--- src/rtl/l1_pkg.sv ---
// Shared L1 definitions: refill FSM encoding, block geometry and address helpers.
package l1_pkg;

  typedef enum logic [1:0] {IDLE, ISSUE, WAIT, DELIVER} refill_state_t;

  localparam int unsigned BLOCK_W     = 128;
  localparam int unsigned WORD_W      = 32;
  localparam int unsigned OFFSET_BITS = 4;

  // Clears the byte offset within a block, giving the block's base address.
  function automatic logic [31:0] block_base(input logic [31:0] addr);
    return {addr[31:OFFSET_BITS], {OFFSET_BITS{1'b0}}};
  endfunction

endpackage

--- src/rtl/l1_refill.sv ---
// L1 miss-refill engine: fetches a 4-word block one word at a time and presents it
// to the cache with a single-cycle delivered pulse.
module l1_refill #(
  parameter int unsigned ADDR_W = 32,
  parameter int unsigned WORD_W = 32,
  parameter int unsigned WORDS  = 4
) (
  input  logic                      clk_i,
  input  logic                      rst_ni,
  input  logic                      miss_req_i,
  input  logic [ADDR_W-1:0]         miss_addr_i,
  output logic                      miss_ack_o,
  output logic                      busy_o,
  output logic                      delivered_o,
  output logic [WORDS*WORD_W-1:0]   blockout_o,
  output logic                      mem_req_o,
  output logic [ADDR_W-1:0]         mem_addr_o,
  input  logic                      mem_ready_i,
  input  logic                      mem_rvalid_i,
  input  logic [WORD_W-1:0]         mem_rdata_i
);
  import l1_pkg::*;

  localparam int unsigned IdxW = $clog2(WORDS);

  refill_state_t             state_q, state_d;
  logic [IdxW-1:0]           idx_q, idx_d;
  logic [ADDR_W-1:0]         base_q, base_d;
  logic [WORDS*WORD_W-1:0]   blk_q, blk_d;
  logic [ADDR_W-1:0]         mem_addr_q, mem_addr_d;
  logic                      mem_req_q, mem_req_d;
  logic                      busy_q, busy_d;
  logic                      delivered_q, delivered_d;

  always_comb begin
    state_d    = state_q;
    idx_d      = idx_q;
    base_d     = base_q;
    blk_d      = blk_q;
    miss_ack_o = 1'b0;
    unique case (state_q)
      IDLE: begin
        miss_ack_o = miss_req_i;
        if (miss_req_i) begin
          base_d  = block_base(miss_addr_i);
          idx_d   = '0;
          state_d = ISSUE;
        end
      end
      ISSUE: begin
        if (mem_ready_i) state_d = WAIT;
      end
      WAIT: begin
        // Responses are only honoured here, so stale returns after reset are dropped.
        if (mem_rvalid_i) begin
          blk_d[WORD_W*idx_q +: WORD_W] = mem_rdata_i;
          if (idx_q == IdxW'(WORDS - 1)) begin
            state_d = DELIVER;
          end else begin
            idx_d   = idx_q + 1'b1;
            state_d = ISSUE;
          end
        end
      end
      DELIVER: state_d = IDLE;
      default: state_d = IDLE;
    endcase

    // Outputs are registered from the next state so they line up with it.
    mem_req_d   = (state_d == ISSUE);
    busy_d      = (state_d != IDLE);
    delivered_d = (state_d == DELIVER);
    mem_addr_d  = (state_d == ISSUE) ? {base_d[ADDR_W-1:OFFSET_BITS], idx_d, 2'b00}
                                     : mem_addr_q;
  end

  always_ff @(posedge clk_i or negedge rst_ni) begin
    if (!rst_ni) begin
      state_q     <= IDLE;
      idx_q       <= '0;
      base_q      <= '0;
      blk_q       <= '0;
      mem_addr_q  <= '0;
      mem_req_q   <= 1'b0;
      busy_q      <= 1'b0;
      delivered_q <= 1'b0;
    end else begin
      state_q     <= state_d;
      idx_q       <= idx_d;
      base_q      <= base_d;
      blk_q       <= blk_d;
      mem_addr_q  <= mem_addr_d;
      mem_req_q   <= mem_req_d;
      busy_q      <= busy_d;
      delivered_q <= delivered_d;
    end
  end

  assign busy_o      = busy_q;
  assign delivered_o = delivered_q;
  assign blockout_o  = blk_q;
  assign mem_req_o   = mem_req_q;
  assign mem_addr_o  = mem_addr_q;

endmodule
--- config.mk ---
export PLATFORM = sky130hd
export DESIGN_NAME = l1_refill
export DESIGN_NICKNAME = d
export VERILOG_FILES = /design/src/rtl/l1_pkg.sv /design/src/rtl/l1_refill.sv
export SDC_FILE = /design/constraint.sdc
export NUM_CORES = 1
export LEC_CHECK = 0
export BUFFER_PORTS_ARGS = -buffer_cell sky130_fd_sc_hd__buf_2
export CORE_UTILIZATION = 55
export CTS_CLUSTER_DIAMETER = 100
export CTS_CLUSTER_SIZE = 14
export DETAILED_ROUTE_END_ITERATION = 12
export HOLD_SLACK_MARGIN = 0.02
export MAX_ROUTING_LAYER = met4
export PLACE_DENSITY = 0.85
export SLEW_MARGIN = 20
export SYNTH_ARGS = -nofsm -noshare
export SYNTH_HDL_FRONTEND = slang
export SYNTH_SLANG_ARGS = --single-unit
--- constraint.sdc ---
create_clock -name clk_i -period 3.3 [get_ports clk_i]
set_input_delay 0.99 -clock clk_i [delete_from_list [all_inputs] [get_ports clk_i]]
set_output_delay 0.99 -clock clk_i [all_outputs]
set_load 0.05 [all_outputs]
==> flow_summary.toml <==
[die]
dieWidth_um = 120
die_y_um = 120
die_area_um2 = 14400
core-area_um2 = 13400
fp-row-count = 42
initial_core_util_pct = 57.0
io_pins = 233

[global_route]
grt_max_degree = 81
grt_pass1_vias = 5718
grt_overflow = 0
grt_pass1_wl_um = 29600
antenna_found_initial = 0
grt.total_usage_pct = 27.7

[detailed_routing]
first_pass_iters = 4
vias = 5700
drtIter0Drc = 408
avgViaCountPerCell = 5.37
ant_nets = 0
wl_um = 18400
drt-wirelength-per-cell_um = 17.3
drcViolationCount = 0

[finish]
antennaDiodeCount = 0
area_growth_pct = 25.2
layout-drive-gt1-share_pct = 36.6
final_cell_mix = "buf_2 (225), dfrtp_1 (193), nand2_1 (190)"
nets = 948
final_cell_count_no_fill = 1061
final_common_cell = "buf_2"

[run]
max_cap_violations = 0

[placed_design]
place_inst = 1030
port-buffer-count = 226
gp_congestion = 0.827
hpwl_um = 12600

[synth]
synthCells = 656
synth_xor_xnor_area_share_pct = 0
synth_compound_area_share_pct = 10.9
synth_cell_types = 38
synthTopCellsByArea = "dfrtp_1 (63%), nand2_1 (9.3%), mux2_4 (5.5%), a22o_1 (4.0%), o21ai_0 (3.9%)"
yosys.area.top_type = "dfrtp_1"
synth_simple_gate_area_share_pct = 11.7
ys_warn_count = 0
synth_top_area_share_pct = 63.2
synth.avg_cell_area_um2 = 11.6
synth.mux.area_fraction_pct = 9.91
synth_seq_area_share_pct = 63.2
ys_ff_latch = 193
post_synth_fa_ha_maj_area_fraction_pct = 0.983
synth_top_family_by_area = "simple AND/OR/NAND/NOR gates"
syn_area_um2 = 7640

[clock_network]
cts_resized = 0
clkLatencyLatePin_ns = 0.43
cts.reportedPaths.clkPinSlew_ns = 0.07
cts_root_buffer = "clkbuf_16"
h-tree-depth = 4
tritoncts = "yes"
numClockSinks = 193
cts.path.max_buffers = 2
postCtsSetupBuffers = 0
hold_buffers = 0
cts_buffers = 17

[sta]
tns_ns = 0
rsz0062_at_grt = "false"
maxSlewViolCount = 0
max_freq_mhz = 384
maxSlewHeadroom_pct = 56.9
setup-violations-final = 0
finClkSkew_ns = 0.0109
worst_pin_slew_ns = 0.640
hold_violations = 0
period_share_pct = 78.9
finalCriticalPeriod_ns = 2.61

[pwr]
ir_drop_mv = 0.696
p_per_area_nw_per_um2 = 951
p_leak_uw = 0.00490

[status]
status = "complete, no violations"

[setup_path]
worstSetupEndpointType = "output port"
arrival_ns = 1.62
r2r_cells = 5
worstPathMaxFanout = 3
cp.required_ns = 2.31
cp-start-kind = "input port"
path_class = "input port to output port"

[worst_hold_path]
holdPathStages = 2
hold_class = "flip-flop to flip-flop"
[kinds of logic (layout without fill, tap and decap cells)]
family | Yosys count | count (layout)
AOI/OAI and AO/OA | 136 | 136
and+or+nand+nor | 214 | 214
DFF | 193 | 193
muxes | 58 | 58
adders and majority gates | 6 | 6
other | 1 | 2
buffers and inverters | 48 | 276
[synthesized netlist by cell type]
| cell type | number |
|---|---|
| o21ai_1 | 35 |
| nor3b_2 | 1 |
| o211ai_1 | 1 |
| o21bai_1 | 1 |
| nor3_1 | 1 |
| and3b_1 | 1 |
| nor2_1 | 1 |
| nand2_1 | 190 |
| a2111oi_0 | 1 |
| nor4b_2 | 1 |
| mux2_2 | 17 |
| o21ai_0 | 59 |
| nand3_1 | 2 |
| a41oi_1 | 1 |
| or3_1 | 1 |
| inv_2 | 1 |
| nand2b_1 | 3 |
| nand3b_1 | 2 |
| a22o_1 | 35 |
| buf_6 | 5 |
| mux2i_1 | 1 |
| clkbuf_1 | 25 |
| a211o_2 | 1 |
| conb_1 | 1 |
| ha_1 | 6 |
| mux2_4 | 28 |
| nor2b_1 | 1 |
| buf_2 | 12 |
| a211o_1 | 1 |
| buf_4 | 3 |
| mux2_1 | 12 |
| nor4bb_1 | 2 |
| inv_1 | 2 |
| o22ai_1 | 1 |
| nor4_1 | 2 |
| nor3b_1 | 3 |
| dfrtp_1 | 193 |
| nand4b_1 | 3 |
[worst max-delay path: stages]
cell and delay, ns:
buf_2 0.11, nor3b_4 0.21, buf_2 0.31
[metal layers]
layer,part of all wire (%),GRT usage (%)
met4,3.1,12.6
met3,4.8,4.37
met5,0,-
met1,43,36.6
met2,49,42.7
[worst paths after layout]
path | startpoint | end | slack, ns
min in group asynchronous | rst_ni | blockout_o[15] | 0.58
max in group asynchronous | rst_ni | mem_addr_o[11] | 1.87
max | miss_req_i | miss_ack_o | 0.69
min reg2reg | blockout_o[12] | blockout_o[12] | 0.48
max reg2reg | idx_q[0] | mem_addr_o[31] | 1.08
min | blockout_o[12] | blockout_o[12] | 0.48
[stage by stage]
stage                     instance area [µm²]  power (µW)  hold slack, ns  worst slack (ns)  utilization, %
after detailed placement                 8950        7010           0.465             0.632            66.8
after CTS                                9560        9160           0.480             0.683            71.4
after global placement                   8950        6890           0.456             0.678            66.8
after global routing                     9560        9510           0.502             0.615            71.4
after floorplan                          7640        6110           0.449             0.742               -
final                                    9560        9090           0.476             0.695            71.4
[flip-flops by register name (all words and copies together), names as in the netlist]
register and flops:
base_q 28, blockout_o 128, busy_o 1, delivered_o 1, idx_q 2, mem_addr_o 30
mem_req_o 1, state_q 2
[layout make-up]
type	count	area, µm²
clock inverter	13	185
fill	963	3840
tap	176	220
multi-input combinational	416	2600
clock buffer	18	429
inverter	3	11.3
sequential	193	4830
timing repair buffer	242	1280
[power by group]
| group | internal, µW | total (µW) | switching [µW] |
|---|---|---|---|
| registers | 2950 | 3280 | 321 |
| clock network | 1270 | 2140 | 873 |
| logic | 1200 | 3670 | 2470 |
| total | 5420 | 9090 | 3670 |
Power figures use the tool's default switching activity.
